### src/rtl/wb_pkg.sv
`default_nettype none
// ============================================================================
// Module      : wb_pkg
// Description : Shared definitions for the write-back port arbiter: default
//               data/address widths and the rf_src source encodings.
// Revision    : 1.0 - initial release
// ============================================================================
package wb_pkg;

  localparam int DEF_DATA_W = 16;
  localparam int DEF_ADDR_W = 4;

  // Encoding driven on rf_src for the granted channel
  localparam logic SRC_MEM = 1'b0;
  localparam logic SRC_ALU = 1'b1;

endpackage
`default_nettype wire

### src/rtl/wb_fifo2.sv
`default_nettype none
// ============================================================================
// Module      : wb_fifo2
// Description : Two-entry FIFO holding {addr, data} write-back requests.
//               Slot 0 is always the head, so the head outputs need no mux.
// Ports       : clk, rst        - clock, synchronous active-high reset
//               flush           - synchronous empty
//               push/push_addr/push_data - enqueue (ignored when full)
//               pop             - dequeue head (ignored when empty)
//               count           - occupancy 0..2
//               head_addr/head_data - oldest entry
// Revision    : 1.0 - initial release
// ============================================================================
module wb_fifo2
  import wb_pkg::*;
#(
  parameter int DATA_W = DEF_DATA_W,
  parameter int ADDR_W = DEF_ADDR_W
) (
  input  logic              clk,
  input  logic              rst,
  input  logic              flush,
  input  logic              push,
  input  logic [ADDR_W-1:0] push_addr,
  input  logic [DATA_W-1:0] push_data,
  input  logic              pop,
  output logic [1:0]        count,
  output logic [ADDR_W-1:0] head_addr,
  output logic [DATA_W-1:0] head_data
);

  localparam int ENT_W = ADDR_W + DATA_W;

  logic [ENT_W-1:0] r_slot0;
  logic [ENT_W-1:0] r_slot1;
  logic [1:0]       r_count;
  logic [ENT_W-1:0] w_new;
  logic             w_push_ok;
  logic             w_pop_ok;

  assign w_new     = {push_addr, push_data};
  assign w_push_ok = push && (r_count != 2'd2);
  assign w_pop_ok  = pop && (r_count != 2'd0);

  always_ff @(posedge clk) begin
    if (rst) begin
      r_count <= 2'd0;
      r_slot0 <= '0;
      r_slot1 <= '0;
    end else if (flush) begin
      r_count <= 2'd0;
    end else begin
      unique case ({w_push_ok, w_pop_ok})
        2'b10: begin
          if (r_count == 2'd0) r_slot0 <= w_new;
          else                 r_slot1 <= w_new;
          r_count <= r_count + 2'd1;
        end
        2'b01: begin
          r_slot0 <= r_slot1;
          r_count <= r_count - 2'd1;
        end
        2'b11: begin
          // Push+pop is only possible at occupancy 1 (not full, not empty):
          // the new entry directly replaces the departing head.
          r_slot0 <= w_new;
        end
        default: ;
      endcase
    end
  end

  assign count     = r_count;
  assign head_addr = r_slot0[ENT_W-1:DATA_W];
  assign head_data = r_slot0[DATA_W-1:0];

endmodule
`default_nettype wire

### src/rtl/wb_port_arbiter.sv
`default_nettype none
// ============================================================================
// Module      : wb_port_arbiter
// Description : Merges memory-result and ALU-result streams into a single
//               register-file write port. Each channel is buffered in a
//               2-entry FIFO; memory has priority unless the ALU head has
//               waited STARVE_MAX grant cycles, in which case ALU is forced.
// Ports       : clk, rst, flush
//               mem_valid/mem_ready/mem_addr/mem_data - memory result channel
//               alu_valid/alu_ready/alu_addr/alu_data - ALU result channel
//               rf_we/rf_addr/rf_data/rf_src          - register-file write
//               busy                                  - any entry buffered
// Revision    : 1.0 - initial release
// ============================================================================
module wb_port_arbiter
  import wb_pkg::*;
#(
  parameter int DATA_W     = DEF_DATA_W,
  parameter int ADDR_W     = DEF_ADDR_W,
  parameter int STARVE_MAX = 3
) (
  input  logic              clk,
  input  logic              rst,
  input  logic              flush,
  input  logic              mem_valid,
  output logic              mem_ready,
  input  logic [ADDR_W-1:0] mem_addr,
  input  logic [DATA_W-1:0] mem_data,
  input  logic              alu_valid,
  output logic              alu_ready,
  input  logic [ADDR_W-1:0] alu_addr,
  input  logic [DATA_W-1:0] alu_data,
  output logic              rf_we,
  output logic [ADDR_W-1:0] rf_addr,
  output logic [DATA_W-1:0] rf_data,
  output logic              rf_src,
  output logic              busy
);

  localparam int STARVE_W = (STARVE_MAX < 1) ? 1 : $clog2(STARVE_MAX + 1);
  localparam logic [STARVE_W-1:0] STARVE_LIM = STARVE_W'(STARVE_MAX);

  logic [1:0]          w_mem_count;
  logic [1:0]          w_alu_count;
  logic [ADDR_W-1:0]   w_mem_head_addr;
  logic [DATA_W-1:0]   w_mem_head_data;
  logic [ADDR_W-1:0]   w_alu_head_addr;
  logic [DATA_W-1:0]   w_alu_head_data;
  logic                w_mem_push;
  logic                w_alu_push;
  logic                w_mem_ne;
  logic                w_alu_ne;
  logic                w_grant_mem;
  logic                w_grant_alu;
  logic [STARVE_W-1:0] r_starve_cnt;
  logic                r_rf_we;
  logic [ADDR_W-1:0]   r_rf_addr;
  logic [DATA_W-1:0]   r_rf_data;
  logic                r_rf_src;

  // Ready is held low during rst/flush so inputs offered then are dropped
  assign mem_ready  = (w_mem_count < 2'd2) && !rst && !flush;
  assign alu_ready  = (w_alu_count < 2'd2) && !rst && !flush;
  assign w_mem_push = mem_valid && mem_ready;
  assign w_alu_push = alu_valid && alu_ready;

  wb_fifo2 #(.DATA_W(DATA_W), .ADDR_W(ADDR_W)) u_mem_fifo (
    .clk       (clk),
    .rst       (rst),
    .flush     (flush),
    .push      (w_mem_push),
    .push_addr (mem_addr),
    .push_data (mem_data),
    .pop       (w_grant_mem),
    .count     (w_mem_count),
    .head_addr (w_mem_head_addr),
    .head_data (w_mem_head_data)
  );

  wb_fifo2 #(.DATA_W(DATA_W), .ADDR_W(ADDR_W)) u_alu_fifo (
    .clk       (clk),
    .rst       (rst),
    .flush     (flush),
    .push      (w_alu_push),
    .push_addr (alu_addr),
    .push_data (alu_data),
    .pop       (w_grant_alu),
    .count     (w_alu_count),
    .head_addr (w_alu_head_addr),
    .head_data (w_alu_head_data)
  );

  assign w_mem_ne = (w_mem_count != 2'd0);
  assign w_alu_ne = (w_alu_count != 2'd0);

  // Memory wins by default; a starved ALU head overrides it.
  assign w_grant_alu = w_alu_ne && (!w_mem_ne || (r_starve_cnt == STARVE_LIM));
  assign w_grant_mem = w_mem_ne && !w_grant_alu;

  always_ff @(posedge clk) begin
    if (rst) begin
      r_starve_cnt <= '0;
      r_rf_we      <= 1'b0;
      r_rf_addr    <= '0;
      r_rf_data    <= '0;
      r_rf_src     <= SRC_MEM;
    end else if (flush) begin
      r_starve_cnt <= '0;
      r_rf_we      <= 1'b0;
    end else begin
      r_rf_we <= w_grant_mem || w_grant_alu;
      if (w_grant_alu) begin
        r_rf_addr    <= w_alu_head_addr;
        r_rf_data    <= w_alu_head_data;
        r_rf_src     <= SRC_ALU;
        r_starve_cnt <= '0;
      end else if (w_grant_mem) begin
        r_rf_addr <= w_mem_head_addr;
        r_rf_data <= w_mem_head_data;
        r_rf_src  <= SRC_MEM;
        // The ALU head waited through this grant
        if (w_alu_ne && (r_starve_cnt != STARVE_LIM))
          r_starve_cnt <= r_starve_cnt + STARVE_W'(1);
      end
    end
  end

  assign rf_we   = r_rf_we;
  assign rf_addr = r_rf_addr;
  assign rf_data = r_rf_data;
  assign rf_src  = r_rf_src;
  assign busy    = w_mem_ne || w_alu_ne;

endmodule
`default_nettype wire
### config.mk
export PLATFORM = sky130hd
export DESIGN_NAME = wb_port_arbiter
export DESIGN_NICKNAME = d
export VERILOG_FILES = /design/src/rtl/wb_pkg.sv /design/src/rtl/wb_fifo2.sv /design/src/rtl/wb_port_arbiter.sv
export SDC_FILE = /design/constraint.sdc
export NUM_CORES = 1
export LEC_CHECK = 0
export CAP_MARGIN = 15
export CORE_UTILIZATION = 57
export CTS_BUF_LIST = sky130_fd_sc_hd__clkbuf_8
export DETAILED_ROUTE_END_ITERATION = 8
export MAX_ROUTING_LAYER = met4
export PLACE_DENSITY = 0.9
export SLEW_MARGIN = 10
export SYNTH_ARGS = -nofsm -noshare
export SYNTH_HDL_FRONTEND = slang
export SYNTH_SLANG_ARGS = --single-unit
### constraint.sdc
create_clock -name clk -period 2.5 [get_ports clk]
set_input_delay 0.5 -clock clk [delete_from_list [all_inputs] [get_ports clk]]
set_output_delay 0.5 -clock clk [all_outputs]
set_load 0.03 [all_outputs]
* Yosys cells after proc, flatten, opt, wreduce, memory -nomap -nowiden
Cells that the tools add are included.
** Cells by class
- $add $sub $neg :: 5
- $mul :: 0
- Divide/modulo/power cells :: 0
- Magnitude comparators :: 2
- Equal/unequal tests :: 12
- Shift operators :: 0
- Mux-type cells :: 12
- Bitwise gates (word level) :: 3
- Reductions and logical operators :: 37
** Operators by type and width (count)
- one-hot mux 20 bit (3 select lines) :: 2
- two-way mux 20 bit :: 2
- two-way mux 16 bit :: 2
- logical AND 1 bit :: 13
- AND reduction 3 bit :: 4
- equality test 2 bit (second input constant) :: 5
- nonzero test 2 bit :: 5
- two-way mux 4 bit :: 2
- one-hot mux 2 bit (2 select lines) :: 2
- adder 2 x 1 -> 2 bit (second input constant) :: 3
- != test 2 bit (second input constant) :: 3
- nonzero test 3 bit :: 2
- equality test 2 x 1 -> 1 bit (second input constant) :: 2
- logical NOT 1 bit :: 4
- logical NOT 2 bit :: 2
- < comparator 2 bit (second input constant) :: 2
- != test 2 x 1 -> 1 bit (second input constant) :: 2
- AND reduction 2 bit :: 2
- subtractor 2 x 1 -> 2 bit (second input constant) :: 2
- logical OR 1 bit :: 3
- NOT 1 bit :: 3
- OR reduction 3 bit :: 1
- two-way mux 1 bit :: 2
- OR reduction 2 bit :: 1
** Storage, ports and cells
- Flip-flop bits (word level) :: 108
- Bits in latches :: 0
- RAM bits :: 0
- Memory bits (read-only) :: 0
- Input port bits :: 45
- Output and inout bits :: 25
- Logic and storage cells :: 82
- Memories kept :: 0

* Depth between registers and ports, before layout
- Word-level depth :: 10
- Mapped depth :: 11
- Depth with buffers taken out :: 8

* Cells and area by module
From an unflattened synthesis, not the netlist that was laid out.
** Unflattened totals
- Cell total of the unflattened synthesis :: 540
- Area, all modules :: 5348.9 µm²
** By module, submodules not included
- wb_fifo2 :: instances 2, cells each 198, area each 2011.9 µm², sequential area each 840.8 µm²
- wb_port_arbiter :: instances 1, cells each 144, area each 1325.0 µm², sequential area each 480.5 µm²

* Worst setup path after synthesis
Ideal clock, no wire load.
- Path type :: input to register
- From :: in rst
- To :: reg u_alu_fifo.r_slot0[2]
- Library setup time :: 123 ps
- Arrival :: 2649 ps
- Path slack :: -272 ps
- Stages :: 11
- Path buffers :: 4
- Path through :: buf_2 or2_2 clkbuf_1 nor2_1 nand2_1 ha_1 clkbuf_1 buf_2 mux2i_1 nor2_1 mux2_1
** On the way
- Cells in the longest elaborated chain, start to end :: 8
- Elaborated cells between the ends (all ways) :: 12
- Classes of those cells :: eq/ne (4); mux (1); reduce/logical (7)
** Ends and longest elaborated chain
- from (decl) :: RTL line wb_port_arbiter.sv:23 : input logic rst,
- logical NOT 1 bit (*) :: RTL line wb_port_arbiter.sv:63 : assign alu_ready = (w_alu_count < 2'd2) && !rst && !flush;
- logical AND 1 bit (*) (2 in a row) :: RTL line wb_port_arbiter.sv:63
- named net alu_ready :: RTL line wb_port_arbiter.sv:30 : output logic alu_ready,
- logical AND 1 bit (*) :: RTL line wb_port_arbiter.sv:65 : assign w_alu_push = alu_valid && alu_ready;
- logical AND 1 bit (*) :: RTL line wb_fifo2.sv:42 : assign w_push_ok = push && (r_count != 2'd2);
- equality test 2 bit or equality test 2 x 1 -> 1 bit (tied branches) :: RTL line wb_fifo2.sv:53 : unique case ({w_push_ok, w_pop_ok})
- != test 2 x 1 -> 1 bit (no line) or nonzero test 3 bit (tied branches)
- AND reduction 3 bit (no line)
- to (signal assigned) :: RTL line wb_fifo2.sv:55 : if (r_count == 2'd0) r_slot0 <= w_new;
- to (signal assigned) :: RTL line wb_fifo2.sv:60 : r_slot0 <= r_slot1;
- to (signal assigned) :: RTL line wb_fifo2.sv:66 : r_slot0 <= w_new;
- to (decl) :: RTL line wb_fifo2.sv:34 : logic [ENT_W-1:0] r_slot0;
The timed path passes the listed nets; every way through them passes the cells marked *.
A chain may end at the register's enable or synchronous reset.

* Final worst setup path
- From :: in flush
- To :: reg u_mem_fifo.r_slot0[19]
** On the way
- Cells in the longest elaborated chain, start to end :: 7
- Elaborated cells between the ends (all ways) :: 12
- Classes of those cells :: eq/ne (4); mux (1); bitwise (1); reduce/logical (6)
** Ends and longest elaborated chain
- from (decl) :: RTL line wb_port_arbiter.sv:24 : input logic flush,
- logical NOT 1 bit :: RTL line wb_port_arbiter.sv:62 : assign mem_ready = (w_mem_count < 2'd2) && !rst && !flush;
- logical AND 1 bit :: RTL line wb_port_arbiter.sv:62
- logical AND 1 bit :: RTL line wb_port_arbiter.sv:64 : assign w_mem_push = mem_valid && mem_ready;
- logical AND 1 bit :: RTL line wb_fifo2.sv:42
- equality test 2 bit or equality test 2 x 1 -> 1 bit (tied branches) :: RTL line wb_fifo2.sv:53
- != test 2 x 1 -> 1 bit (no line) or nonzero test 3 bit (tied branches)
- AND reduction 3 bit (no line)
- to (signal assigned) :: RTL line wb_fifo2.sv:55
- to (signal assigned) :: RTL line wb_fifo2.sv:60
- to (signal assigned) :: RTL line wb_fifo2.sv:66
- to (decl) :: RTL line wb_fifo2.sv:34
Parallel ways exist; a longest one is shown, timed or not.

==> flow_summary.toml <==
[drt]
drt-total-wl_mm = 12.34
drt_iter0_markers = 255
vias = 4494
drc_errors = 8
vias_per_cell = 6.065
wl_met1_mm = 5.053
ant_nets = 0
met3_length_um = 612
first_pass_iters = 7
wl_met2_mm = 6.355
post_drt_wl_per_cell_um = 16.65
top_layer = "met4"

[place]
portBuffers = 69
gp_congestion = 0.8519
dp_hpwl_mm = 8.578
dp_slack_ns = -0.1374
placed_area_um2 = 5976

[sta]
worstMarginPinSlew_ns = 0.8768
rsz0062_at_grt = "no"
setup_viol = 0
hold_viol_final = 0
slew_headroom_pct = 41.55
setup_ws_ns = 0.2169
finClkSkew_ns = 0.01469
min_period_over_period_pct = 91.32
min_period_ns = 2.283
slew_violations = 0
hold_ws_ns = 0.4799
fmax_ghz = 0.4380

[logic_synthesis]
yosysWarningCount = 0
synth_top_area_cell = "dfxtp_1"
yosysSeqAreaShare_pct = 41.40
synth_top_area_share_pct = 41.40
synth_edf_count = 0
avgSynthCellArea_um2 = 8.927
async_flop_share_pct = 0
synth.distinct_cells = 33
synth_fp_nets = 635
ys_ff_latch = 108
ys.flop_type = "dfxtp_1"
yosys-top-cells-area = "dfxtp_1 41%, mux2_2 8.2%, mux2i_1 7.7%"
syn_area_um2 = 5223
netlist_instances = 585

[worst_setup_path]
arrival_ns = 2.54
cp-start-kind = "input pin"
crit_required_ns = 2.76
path_class = "in -> reg"
worst-path-max-fanout = 13
endpoint_kind = "register"

[cts]
clkTransAtPathRegs_ns = 0.10
clkLatencyLatePin_ns = 0.37
h-tree-depth = 3
postCtsSetupBuffers = 0
clock-root-buffer = "clkbuf_8"
clkSinkCount = 108
ctsResizeCount = 1
cts.path.max_buffers = 2
cts_tree = "yes"
numCtsBuffers = 9
hold_buffers = 0

[grt]
grt.total_usage_pct = 26.83
grt_max_degree = 93
grt_pass1_wl_mm = 20.22
first_global_vias = 4416
antenna_found_initial = 0
grt_overflow = 0

[hold_path]
hold_class = "reg -> reg"

[power_and_ir_drop]
p_leak_nw = 2.134
vdd_drop_max_mv = 0.4164
power_density_nw_per_um2 = 577.3
p_total_mw = 3.582

[floorplan]
die_h_um = 97.72
fp.dieW_um = 97.72
row_count = 34
dieArea_um2 = 9549
core_region_area_um2 = 8806
start_util_pct = 59.31
ios = 70

[cells_and_area]
final_cell_area_um2 = 6205
area_growth_pct = 18.81
utilization_pct = 70.46
fin_nets = 678
final_layout_size_suffix_gt1_share_pct = 18.01
nFillCells = 653
n_antenna_cell = 0

[run_status]
status = "finished with violations"
violations = "design-rule violations"

[job]
cap_viol_max_count = 0
-- layer usage --
| layer | vias to the layer above | track usage [%] |
|---|---|---|
| met5 | - | - |
| met1 | 2147 | 30.83 |
| met2 | 169 | 46.92 |
| met3 | 29 | 3.525 |
| li1 | 2149 | - |
| met4 | 0 | 11.42 |
-- final timing paths --
kind,start,end,slack [ns],cells past startpoint
max,flush,u_mem_fifo.r_slot0[19],0.22,9
min,u_alu_fifo.r_slot1[12],u_alu_fifo.r_slot1[12],0.48,2
max reg2reg,u_alu_fifo.count[1],u_mem_fifo.r_slot0[19],0.31,8
min reg2reg,u_alu_fifo.r_slot1[12],u_alu_fifo.r_slot1[12],0.48,2
-- power breakdown --
part	switching [mW]	leakage, nW	internal [mW]
registers	0.0417	0.874	1.78
logic	0.314	1.15	0.270
clock network	0.604	0.110	0.572
-- registers in the layout, indices dropped and copies added (netlist names) --
register / count
rf_addr: 4
u_alu_fifo.count: 2
u_mem_fifo.r_slot0: 20
r_starve_cnt: 2
u_alu_fifo.r_slot0: 20
u_alu_fifo.r_slot1: 20
rf_we: 1
rf_src: 1
rf_data: 16
u_mem_fifo.count: 2
u_mem_fifo.r_slot1: 20
-- metrics by stage --
stage / std cells / setup TNS [ns]
6_report: 741 / 0
5_1_grt: 741 / 0
4_1_cts: 741 / 0
3_5_place_dp: 725 / -5.676
3_3_place_gp: 725 / -0.4568
2_1_floorplan: 585 / 0
-- synth_stat cells, types with 2 or more instances --
cell type	instances
a21oi_1	46
a21oi_2	20
a311oi_1	20
a32oi_1	2
and2_1	2
buf_1	5
buf_2	12
buf_4	6
buf_6	3
clkbuf_1	36
dfxtp_1	108
ha_1	5
inv_1	5
mux2_1	2
mux2_2	38
mux2i_1	40
nand2_1	5
nand3_1	61
nor2_1	46
nor2b_1	40
o21ai_0	63
o21ba_2	3
o21bai_1	2
or2_2	2
or3_1	2
xnor2_1	3
xor2_1	2
-- logic make-up after synthesis --
family,Yosys count,synth area share (%)
simple gates,161,15.45
compound gates,159,18.85
flops,108,41.40
mux,80,16.29
buf+inv,67,5.966
xor+xnor,5,0.8387
fa+ha+maj,5,1.198
-- cell type report --
cell class	count	area [µm²]	share of cell area [%]
clock buffers	9	123.9	1.996
repair buffers	94	894.6	14.42
well taps	108	135.1	2.178
clock inverters	7	98.84	1.593
inverters	5	18.77	0.3025
multi-input cells	410	2771	44.67
flip-flops and latches	108	2162	34.85
-- worst max-delay path, stage by stage --
cell             delay, ns
clkdlybuf4s50_1       0.44
or2_2                 0.37
nor2_4                0.12
nand2_1               0.07
ha_1                  0.22
buf_4                 0.22
mux2i_1               0.25
nor2_1                0.06
mux2_2                0.29
-- cells in the final DEF, fill, tap and decap left out, types with 3 or more instances in the layout --
cell type	n
dfxtp_1	108
clkdlybuf4s50_1	65
o21ai_0	63
nand3_1	61
a21oi_1	46
nor2_1	44
mux2i_1	40
nor2b_1	40
mux2_2	38
buf_4	26
a21oi_2	20
a311oi_1	20
clkbuf_8	9
inv_1	5
nand2_1	5
ha_1	5
o21bai_2	3
o21ba_2	3
xnor2_1	3
(Power assumes the default switching activity.)
